File: config.mk
export PLATFORM = sky130hd
export DESIGN_NAME = tape_frame_serializer
export DESIGN_NICKNAME = d
export VERILOG_FILES = /design/src/rtl/tm_display_pkg.sv /design/src/rtl/serial_tick_gen.sv /design/src/rtl/tape_frame_serializer.sv
export SDC_FILE = /design/constraint.sdc
export NUM_CORES = 1
export LEC_CHECK = 0
export BUFFER_PORTS_ARGS = -buffer_cell sky130_fd_sc_hd__buf_4
export CAP_MARGIN = 20
export CORE_MARGIN = 3
export CORE_UTILIZATION = 45
export DETAILED_ROUTE_END_ITERATION = 7
export GPL_TIMING_DRIVEN = 1
export PLACE_DENSITY = 0.64
export SLEW_MARGIN = 20
export SYNTH_ARGS = -nofsm -noshare
export SYNTH_HDL_FRONTEND = slang
export SYNTH_SLANG_ARGS = --single-unit
File: constraint.sdc
create_clock -name clock -period 2.8 [get_ports clock]
set_input_delay 0.28 -clock clock [delete_from_list [all_inputs] [get_ports clock]]
set_output_delay 0.28 -clock clock [all_outputs]
set_load 0.02 [all_outputs]
File: src/rtl/tm_display_pkg.sv
// rtl/tm_display_pkg.sv - shared frame width, serializer state encoding and frame packing
package tm_display_pkg;

  localparam int FRAME_W = 16;

  typedef enum logic [1:0] {
    IDLE     = 2'd0,
    SHIFT_LO = 2'd1,
    SHIFT_HI = 2'd2,
    LATCH    = 2'd3
  } ser_state_t;

  // Frame layout seen by the LED drivers: halt flag, core state, tape window
  function automatic logic [FRAME_W-1:0] pack_frame(
    input logic        done,
    input logic [3:0]  core_state,
    input logic [10:0] window
  );
    return {done, core_state, window};
  endfunction

endpackage

File: src/rtl/serial_tick_gen.sv
// rtl/serial_tick_gen.sv - divides the system clock into sclk half-period ticks
module serial_tick_gen #(
  parameter int DIV = 4
) (
  input  logic clock,
  input  logic reset,
  input  logic en,
  output logic tick
);

  localparam int CW = (DIV > 1) ? $clog2(DIV) : 1;
  localparam logic [CW-1:0] LAST = CW'(DIV - 1);

  logic [CW-1:0] count;

  assign tick = en && (count == LAST);

  // Count 0..DIV-1 while enabled; idle holds the counter at zero
  always_ff @(posedge clock) begin
    if (reset || !en || tick) begin
      count <= '0;
    end else begin
      count <= count + 1'b1;
    end
  end

endmodule

File: src/rtl/tape_frame_serializer.sv
// rtl/tape_frame_serializer.sv - packs core status into a frame and shifts it to 74HC595-style drivers
module tape_frame_serializer #(
  parameter int DIV     = 4,
  parameter int FRAME_W = 16
) (
  input  logic        clock,
  input  logic        reset,
  input  logic [10:0] display_out,
  input  logic [3:0]  currState,
  input  logic        Compute_done,
  output logic        sclk,
  output logic        sdata,
  output logic        slatch,
  output logic        busy,
  output logic [7:0]  frames_sent
);

  import tm_display_pkg::*;

  ser_state_t         state;
  ser_state_t         state_next;
  logic [FRAME_W-1:0] live_frame;
  logic [FRAME_W-1:0] last_sent;
  logic [FRAME_W-1:0] shift_reg;
  logic               force_send;
  logic [3:0]         bit_cnt;
  logic               tick;
  logic               tick_en;
  logic               capture;
  logic               shift_step;
  logic               frame_done;

  assign live_frame = pack_frame(Compute_done, currState, display_out);
  assign tick_en    = (state != IDLE);

  serial_tick_gen #(
    .DIV (DIV)
  ) u_tick_gen (
    .clock (clock),
    .reset (reset),
    .en    (tick_en),
    .tick  (tick)
  );

  // State register
  always_ff @(posedge clock) begin
    if (reset) begin
      state <= IDLE;
    end else begin
      state <= state_next;
    end
  end

  // Next state, datapath strobes and pin levels decoded from the current state
  always_comb begin
    state_next = state;
    capture    = 1'b0;
    shift_step = 1'b0;
    frame_done = 1'b0;
    sclk       = 1'b0;
    sdata      = 1'b0;
    slatch     = 1'b0;
    busy       = 1'b1;
    case (state)
      IDLE: begin
        busy = 1'b0;
        if (force_send || (live_frame != last_sent)) begin
          capture    = 1'b1;
          state_next = SHIFT_LO;
        end
      end
      SHIFT_LO: begin
        sdata = shift_reg[FRAME_W-1];
        if (tick) begin
          state_next = SHIFT_HI;
        end
      end
      SHIFT_HI: begin
        sclk  = 1'b1;
        sdata = shift_reg[FRAME_W-1];
        if (tick) begin
          shift_step = 1'b1;
          state_next = (bit_cnt == 4'd15) ? LATCH : SHIFT_LO;
        end
      end
      LATCH: begin
        slatch = 1'b1;
        if (tick) begin
          frame_done = 1'b1;
          state_next = IDLE;
        end
      end
      default: begin
        state_next = IDLE;
      end
    endcase
  end

  // Frame capture, shifting and the completed-frame counter; force makes the first frame after reset unconditional
  always_ff @(posedge clock) begin
    if (reset) begin
      shift_reg   <= '0;
      last_sent   <= '0;
      force_send  <= 1'b1;
      bit_cnt     <= 4'd0;
      frames_sent <= 8'd0;
    end else begin
      if (capture) begin
        shift_reg  <= live_frame;
        last_sent  <= live_frame;
        force_send <= 1'b0;
        bit_cnt    <= 4'd0;
      end else if (shift_step) begin
        shift_reg <= shift_reg << 1;
        bit_cnt   <= bit_cnt + 4'd1;
      end
      if (frame_done) begin
        frames_sent <= frames_sent + 8'd1;
      end
    end
  end

endmodule

Yosys cells after proc, flatten, opt, wreduce, memory -nomap -nowiden --
Cells that the tools add are included. W data, S select, Z words.
Storage, ports and cells: register bits after elaboration 49, input port bits 18, output and inout bits 12, logic and storage cells 48
Cells by class: $add $sub $neg 3, eq/ne operators 10, multiplexer cells 17, reduce and logical (&&, ||, !) cells 11
Operators with widths (number):
- $mux W16 | 2
- $ne A16 B16 Y1 | 1
- $mux W2 | 5
- $mux W1 | 9
- $add A8 B1 Y8 const B | 1
- $pmux W2 S4 | 1
- $eq A2 B2 Y1 const B | 3
- $ne A2 B1 Y1 const B | 3
- $add A4 B1 Y4 const B | 1
- $eq A4 B4 Y1 const B | 1
- $reduce_and A4 Y1 | 1
- $reduce_bool A2 Y1 | 2
- $reduce_or A2 Y1 | 2
- $logic_or A1 B1 Y1 | 3
- $add A2 B1 Y2 const B | 1
- $eq A2 B1 Y1 const B | 1
- $logic_not A2 Y1 | 1
- $ne A2 B2 Y1 const B | 1
- $logic_and A1 B1 Y1 | 1
- $logic_not A1 Y1 | 1

Longest topological paths before layout --
Gate-level depths: netlist of the first run.
depth in word-level cells 6, mapped depth 10, mapped depth without buffers 8

Modules after synthesis --
From an unflattened synthesis of the first run, not the netlist that was laid out.
Second synthesis, totals: cell total of the unflattened synthesis 282, area total of the unflattened synthesis 2396.0 um^2
Modules (own cells, without submodules):
- tape_frame_serializer | times used 1, cells an instance 276, area each 2309.7 um^2, seq. area each 940.9 um^2
- serial_tick_gen | times used 1, cells an instance 6, area each 86.3 um^2, seq. area each 40.0 um^2

Worst setup path before layout of the first run --
OpenSTA, ideal clock, no wires.
kind reg-to-reg, start point register state[0], end point register shift_reg[10], setup time 122 ps, data arrival time 1889 ps, required time 2678 ps, slack 789 ps, cell stages (with the launch flop) 10, buffers on the path 3, clock period less this slack 2011 ps, path through dfxtp_1 > inv_1 > ha_1 > buf_2 > inv_2 > and3_1 > clkbuf_1 > nor3_4 > buf_6 > a221o_1
Between the ends: longest elaborated chain between the ends 5, elaborated cells on any way between the ends 9, those cells by class eq/ne: 1; mux: 4; reduce/logical: 4
Ends and longest elaborated chain:
- start, declared | line tape_frame_serializer.sv:20 | ser_state_t state;
- start signal, assigned | line tape_frame_serializer.sv:50 | state <= state_next;
- $reduce_bool A2 Y1 | line tape_frame_serializer.sv:34 | assign tick_en = (state != IDLE);
- $logic_and A1 B1 Y1 | line serial_tick_gen.sv:16 | assign tick = en && (count == LAST);
- $mux W1 | line tape_frame_serializer.sv:81 | if (tick) begin
- $mux W1 | line tape_frame_serializer.sv:64 | case (state)
- $reduce_bool A2 Y1 (no line)
- end signal, assigned | line tape_frame_serializer.sv:109 | shift_reg <= live_frame;
- end signal, assigned | line tape_frame_serializer.sv:114 | shift_reg <= shift_reg << 1;
- end, declared | line tape_frame_serializer.sv:24 | logic [FRAME_W-1:0] shift_reg;
Parallel ways exist; a longest one is shown, timed or not. A chain may end at the register's enable or synchronous reset.

Final worst setup path of the first run --
start point register state[1], end point register shift_reg[10]
The elaborated chain is that of the path after synthesis.

==> results.md, run 1 <==
- Outcome: complete, no violations
- Die Ht: 75.7 um
- CTS root buf: clkbuf_8
- Initial antenna violation count: 0
- Final hold violation count: 0
- DR iter-0 viols: 58
- Share of layout cells above drive strength 1: 18.2%
- Final setup TNS: 0 ns
- Critical Path Fanout Max: 15
- Synth cell types: 33
- Clock Latency Late Sink: 0.30 ns
- Setup Viol. Count Final: 0
- Post-synthesis net count: 240
- Peak VDD IR: 0.303 mV
- Slew margin rel.: 54.2%
- Vias in the first global route: 1480
- Startpoint Class: register
- Worst hold slack: 0.225 ns
- Top post-synthesis cells by area: dfxtp_1, mux2i_1, xnor2_1
- GPL Wtd Cong: 0.738
- DPL Wire Length: 3020 um
- CTS tree: done
- Post-Synthesis Cells: 214
- Delay of the slowest critical-path stage: 0.56 ns
- Ys Warns: 0
- CP Data Arrival Time: 2.49 ns
- Pin count of the biggest net entering global routing: 35
- CTS max path bufs: 2
- # resized after CTS: 0
- Tcrit/Tclk final: 80.0%
- Cts hold-fix bufs: 0
- Clock transition at path regs: 0.09 ns
- Row count: 24
- Clk_skew: 0.00469 ns
- Setup CP Type: register to register
- Num ports: 30
- Max Cap Viol: 0
- Final core utilization: 55.4%
- Core Area: 0.00453 mm^2
- Count leader, synth: dfxtp_1
- First-pass GRT wire length: 7180 um
- Finished Layout Cells: 307
- WP data required: 3.05 ns
- Synth Area in Compound Gates: 9.44%
- Remaining Overflow, GRT: 0
- Die X: 75.7 um
- Crit-path slowest cell: nor3_4
- Min Tclk post-route: 2.24 ns
- Synth top area share: 44.9%
- XOR/XNOR Fraction of Synth Area: 10.4%
- Setup bufs post-CTS: 0
- Seq/Total Area, Yosys: 44.9%
- H-Tree Depth: 2
- Synth top cells by count: dfxtp_1, nor2_1, mux2i_1
- Setup slack after layout: 0.559 ns
- Total die area: 0.00573 mm^2
- Drc violations: 0
- Crit end category: register
- Max-slew violation count: 0
- Async SR Flop Fraction: 0%
- Max Clk Rate: 446 MHz
- Number of diodes: 0
- Place WS: 0.598 ns
- Seq cells post-synth: 49
- Hold Crit Class: input pin to register
- Area Overhead vs Synth: 15.0%
- Port Buffers: 29
- Mux share of post-synthesis cell area: 8.70%
- Post-Synth Simple-Gate Area: 18.3%
- Clk sink count: 49
- PwrDens: 802 mW/mm^2
- Main combinational cell family by area after synthesis: simple AND/OR/NAND/NOR gates
- Cell taking the most area after synthesis: dfxtp_1
- Post-detailed-route count of antenna-violating nets: 0
- RSZ-0062 raised after global routing: false
- All-Layer GR Usage: 16.9%
- Synth Flop Type: dfxtp_1
- Syn Std Cell Area: 0.00219 mm^2
- Mean post-synth cell area: 10.2 um^2
- Placed insts: 299
- Adder-Cell Fraction of Synth Area: 4.58%
- EDFF count, synth: 0
- Crit path cell chain: inv_1, ha_1, inv_2, and3_1, nor3_4, a221o_1
- Routed WL per cell: 14.0 um
- Detailed Route WL: 4300 um
- Leakage: 1.08 nW
- Nets: 267
- DR vias/cell: 5.11
- Slew @ Worst Pin: 0.685 ns
- Drt pass-1 iters: 6
- Via count: 1569
- Starting Density: 48.2%
- CTS buffer count: 5
final timing paths:
| path | end | cells after the start | from | slack (ns) |
|---|---|---|---|---|
| setup reg to reg | shift_reg[10] | 6 | state[1] | 0.56 |
| hold / removal | shift_reg[5] | 2 | display_out[5] | 0.22 |
| hold reg to reg | u_tick_gen.count[0] | 1 | u_tick_gen.count[0] | 0.43 |
| setup / recovery | shift_reg[10] | 6 | state[1] | 0.56 |
worst max-delay path, delay by kind of cell (launching register included):
family / cells / cell delay (ns)
adder cells (fa/ha/maj): 1 / 0.44
flip-flops: 1 / 0.33
AO/OA/AOI/OAI: 1 / 0.26
buffers and inverters: 2 / 0.28
AND/OR/NAND/NOR: 2 / 0.87
area by class of cell:
cell class	count	area, um^2
inverter	3	11.3
fill	423	2020
multi-input combinational	151	1120
clock inverter	1	7.51
clock buffer	7	76.3
sequential	49	981
timing repair buffer	31	233
tap	65	81.3
per-stage QoR:
stage	instance area (um^2)	power, mW
detailed placement	2430	1.63
finish	2510	2.01
global placement	2430	1.62
global route	2510	2.15
CTS	2510	2.04
floorplan	2190	1.48
metal layers:
layer	track usage [%]	vias to the layer above	wire length, um
met5	0	-	0
met4	6.60	0	77
met3	4.35	6	273
met2	25.0	33	1890
met1	23.7	733	2060
li1	-	797	-
power by group:
| group | internal (mW) | total [mW] | leakage, nW | switching, mW |
|---|---|---|---|---|
| logic | 0.319 | 0.680 | 0.634 | 0.361 |
| registers | 0.843 | 0.930 | 0.403 | 0.0875 |
| clock network | 0.177 | 0.405 | 0.0385 | 0.228 |
| total | 1.34 | 2.01 | 1.08 | 0.677 |
cell usage in the layout (no fill, tap or decap), types with 3 or more instances in the layout:
| master | synthesis | layout |
|---|---|---|
| nor2_1 | 31 | 31 |
| dfxtp_1 | 49 | 49 |
| xor2_1 | 8 | 8 |
| xnor2_1 | 18 | 18 |
| mux2i_1 | 19 | 19 |
| ha_1 | 8 | 8 |
| nand2_1 | 3 | 3 |
| nand4_1 | 7 | 7 |
| buf_4 | 1 | 31 |
| nand3_1 | 4 | 4 |
| a221o_1 | 15 | 15 |
| and3_1 | 3 | 3 |
| and2_1 | 16 | 16 |
| clkbuf_8 | 0 | 5 |
cells by family after synthesis:
kind of cell    after synthesis
simple gates                 75
flops                        49
xor+xnor                     26
compound gates               23
mux                          19
buf+inv                      14
fa+ha+maj                     8
Note: power is estimated with default switching activity, not from simulation.
==> inputs of run 2 (changes only) <==
--- a/config.mk
+++ b/config.mk
@@ -5,6 +5,7 @@
 export SDC_FILE = /design/constraint.sdc
 export NUM_CORES = 1
 export LEC_CHECK = 0
+export ABC_AREA = 1
 export BUFFER_PORTS_ARGS = -buffer_cell sky130_fd_sc_hd__buf_4
 export CAP_MARGIN = 20
 export CORE_MARGIN = 3
==> constraint.sdc (replaced) <==
create_clock -name clock -period 2.2 [get_ports clock]
set_input_delay 0.22 -clock clock [delete_from_list [all_inputs] [get_ports clock]]
set_output_delay 0.22 -clock clock [all_outputs]
set_load 0.02 [all_outputs]
==> results.md, run 2 <==
- Mux share of post-synthesis cell area: 0% (-8.7 points)
- Syn Std Cell Area: 0.00227 mm^2 (+3.7%)
- Final hold violation count: 0 (unchanged)
- Flop-to-flop setup slack: 0.31 ns (-0.25 ns)
- Top post-synthesis cells by area: dfxtp_1, nand2_1, nand3_1
- Max Cap Viol: 0 (unchanged)
- Multi-input logic area: 0.00105 mm^2 (-6.1%)
- Routed WL per cell: 11.6 um (-17%)
- GPL Wtd Cong: 0.776 (+5.1%)
- XOR/XNOR Fraction of Synth Area: 1.16% (-9.3 points)
- WP data required: 2.40 ns (-0.65 ns)
- Seq cells post-synth: 49 (unchanged)
- DR iter-0 viols: 96 (+66%)
- Share of layout cells above drive strength 1: 13.9% (-4.3 points)
- Placed insts: 406 (+36%)
- Area Overhead vs Synth: 16.0%
- Max Clk Rate: 529 MHz (+19%)
- RSZ-0062 raised after global routing: false
- Slew margin rel.: 64.9% (+11 points)
- Finished Layout Cells: 413 (+35%)
- Drt pass-1 iters: 4 (-2)
- Leakage: 1.23 nW (+14%)
- EDFF count, synth: 0 (unchanged)
- Min Tclk post-route: 1.89 ns (-0.352 ns)
- CTS max path bufs: 2 (unchanged)
- Delay of the slowest critical-path stage: 0.40 ns (-0.16 ns)
- Cell taking the most area after synthesis: dfxtp_1
- CTS root buf: clkbuf_8
- Detailed Route WL: 4800 um (+12%)
- Synth cell types: 25 (-24%)
- Crit-path slowest cell: dfxtp_1
- Post-Synth Simple-Gate Area: 34.1% (+16 points)
- Via count: 2025 (+29%)
- Die X: 77.0 um (+1.7%)
- Tcrit/Tclk final: 85.9% (+5.8 points)
- Vias in the first global route: 1911 (+29%)
- DPL Wire Length: 3380 um (+12%)
- Count leader, synth: nand2_1
- # fillers: 468 (+11%)
- Cell area after layout: 0.00263 mm^2 (+4.6%)
- Most frequent cells in the layout: nand2_1, dfxtp_1, inv_1
- DR vias/cell: 4.90 (-4.1%)
- Final setup TNS: 0 ns (unchanged)
- Place WS: 0.199 ns (-0.399 ns)
- Outcome: complete, no violations
- Pin count of the biggest net entering global routing: 45 (+29%)
- Crit path cell chain: inv_1, ha_1, inv_2, nand3_2, inv_1, nand2_1, nor2_2, nand2_1, nor3_2, nand2_1, o21ai_1, nor2_1
- Critical Path Fanout Max: 6 (-9)
- CP Data Arrival Time: 2.09 ns (-0.40 ns)
- Main combinational cell family by area after synthesis: simple AND/OR/NAND/NOR gates
- Async SR Flop Fraction: 0% (unchanged)
- Synth top area share: 43.3% (-1.6 points)
- Synth Area in Compound Gates: 6.73% (-2.7 points)
- First-pass GRT wire length: 8600 um (+20%)
- Clk sink count: 49 (unchanged)
- Total die area: 0.00593 mm^2 (+3.4%)
- Crit end category: register
- Num ports: 30 (unchanged)
- Post-DP Area: 0.00254 mm^2 (+4.6%)
- Clk_skew: 0.00790 ns (+0.00321 ns)
- Port Buffers: 29 (unchanged)
- Nets: 372 (+39%)
- Mean post-synth cell area: 7.17 um^2 (-30%)
- Reg area: 981 um^2 (unchanged)
- Seq/Total Area, Yosys: 43.3% (-1.6 points)
- Startpoint Class: register
- Row count: 25 (+4.2%)
- Post-synthesis net count: 342 (+43%)
- Slew @ Worst Pin: 0.526 ns (-0.159 ns)
- Post-Synthesis Cells: 316 (+48%)
- Setup Viol. Count Final: 0 (unchanged)
- Synth top cells by count: nand2_1, dfxtp_1, inv_1
- Max-slew violation count: 0 (unchanged)
- Remaining Overflow, GRT: 0 (unchanged)
- Setup slack after layout: 0.311 ns (-0.248 ns)
- Hold Crit Class: input pin to register
- CTS tree: done
- Die Ht: 77.0 um (+1.7%)
- Initial antenna violation count: 0 (unchanged)
- Peak VDD IR: 0.523 mV (+73%)
- Clock transition at path regs: 0.08 ns (about the same)
- All-Layer GR Usage: 17.8% (+0.82 points)
- Number of diodes: 0 (unchanged)
- Post-detailed-route count of antenna-violating nets: 0 (unchanged)
- Top cell by count, worst path: nand2_1
- Drc violations: 0 (unchanged)
- Starting Density: 47.4% (-0.83 points)
- Adder-Cell Fraction of Synth Area: 4.42% (-0.16 points)
- Core Area: 0.00479 mm^2 (+5.5%)
- Setup CP Type: register to register
- H-Tree Depth: 2 (unchanged)
- Clock Latency Late Sink: 0.30 ns (about the same)
- CTS buffer count: 5 (unchanged)
- PwrDens: 968 mW/mm^2 (+21%)
- Ys Warns: 0 (unchanged)
- Synth Flop Type: dfxtp_1
- Commonest non-fill, non-tap cell in the layout: nand2_1
==> run 2: cell count changes in the layout (fill, tap and decap cells not counted), moves of 6 or more <==
cell / before / now
o21ai_1: 0 / 9
mux2i_1: 19 / 0
inv_1: 2 / 43
xor2_1: 8 / 2
xnor2_1: 18 / 1
a221o_1: 15 / 0
o21ai_0: 0 / 12
a21oi_1: 2 / 8
nand4_1: 7 / 21
nor2_1: 31 / 22
nand3_1: 4 / 40
and2_1: 16 / 0
nand2_1: 3 / 79
==> run 2: kinds of logic (layout without fill, tap and decap cells) <==
logic type / Yosys count / in the layout
AOI/OAI and AO/OA: 30 / 30
xor gates and xnor gates: 3 / 3
adders and majority gates: 8 / 8
buffers and inverters: 57 / 87
DFF: 49 / 49
and+or+nand+nor: 169 / 169
==> run 2: metal layers <==
metal,vias up,routed length [um],track usage (%),part of all wire [%]
li1,1084,-,-,-
met2,31,2150,28.3,45
met5,-,0,0,0
met4,0,74,7.47,1.5
met3,8,182,3.40,3.8
met1,902,2390,23.5,50
==> run 2: report_power, final <==
group / switching, mW / internal, mW / total (mW)
clock: 0.285 / 0.250 / 0.535
sequential: 0.106 / 1.09 / 1.19
combinational: 0.529 / 0.287 / 0.817
==> run 2: worst max-delay path: cells and delay by family, from the launching register on <==
kind	cells	cell delay, ns
adder cells (fa/ha/maj)	1	0.23
flip-flops	1	0.40
buffers and inverters	3	0.38
AO/OA/AOI/OAI	1	0.12
AND/OR/NAND/NOR	7	0.67
==> run 2: path summary, 6_finish.rpt <==
path	cells after the start	from	end
worst max-delay path	12	state[1]	frames_sent[7]
worst min-delay path	2	reset	frames_sent[1]
worst max register to register	12	state[1]	frames_sent[7]
worst min register to register	1	u_tick_gen.count[0]	u_tick_gen.count[0]
==> run 2: layout make-up <==
class / instances / share of cell area [%]
Clock buffer: 7 / 3.28
Inverter: 47 / 6.71
Multi-Input combinational cell: 210 / 40.1
Sequential cell: 49 / 37.3
Tap cell: 67 / 3.19
Timing Repair Buffer: 33 / 9.42
==> run 2: timing repair <==
item                       4_1_cts  5_1_grt
setup buffers                    0        0
hold buffers                     0        0
resized for setup                0        3
setup endpoints to repair        0        1
==> run 2: per-stage QoR <==
stage	hold WS, ns	power, mW	util, %
2_1_floorplan	0.289	1.81	-
3_3_place_gp	0.421	2.01	53.1
3_5_place_dp	0.416	2.03	53.1
4_1_cts	0.105	2.56	54.9
5_1_grt	0.103	2.74	55.0
6_report	0.110	2.55	55.0
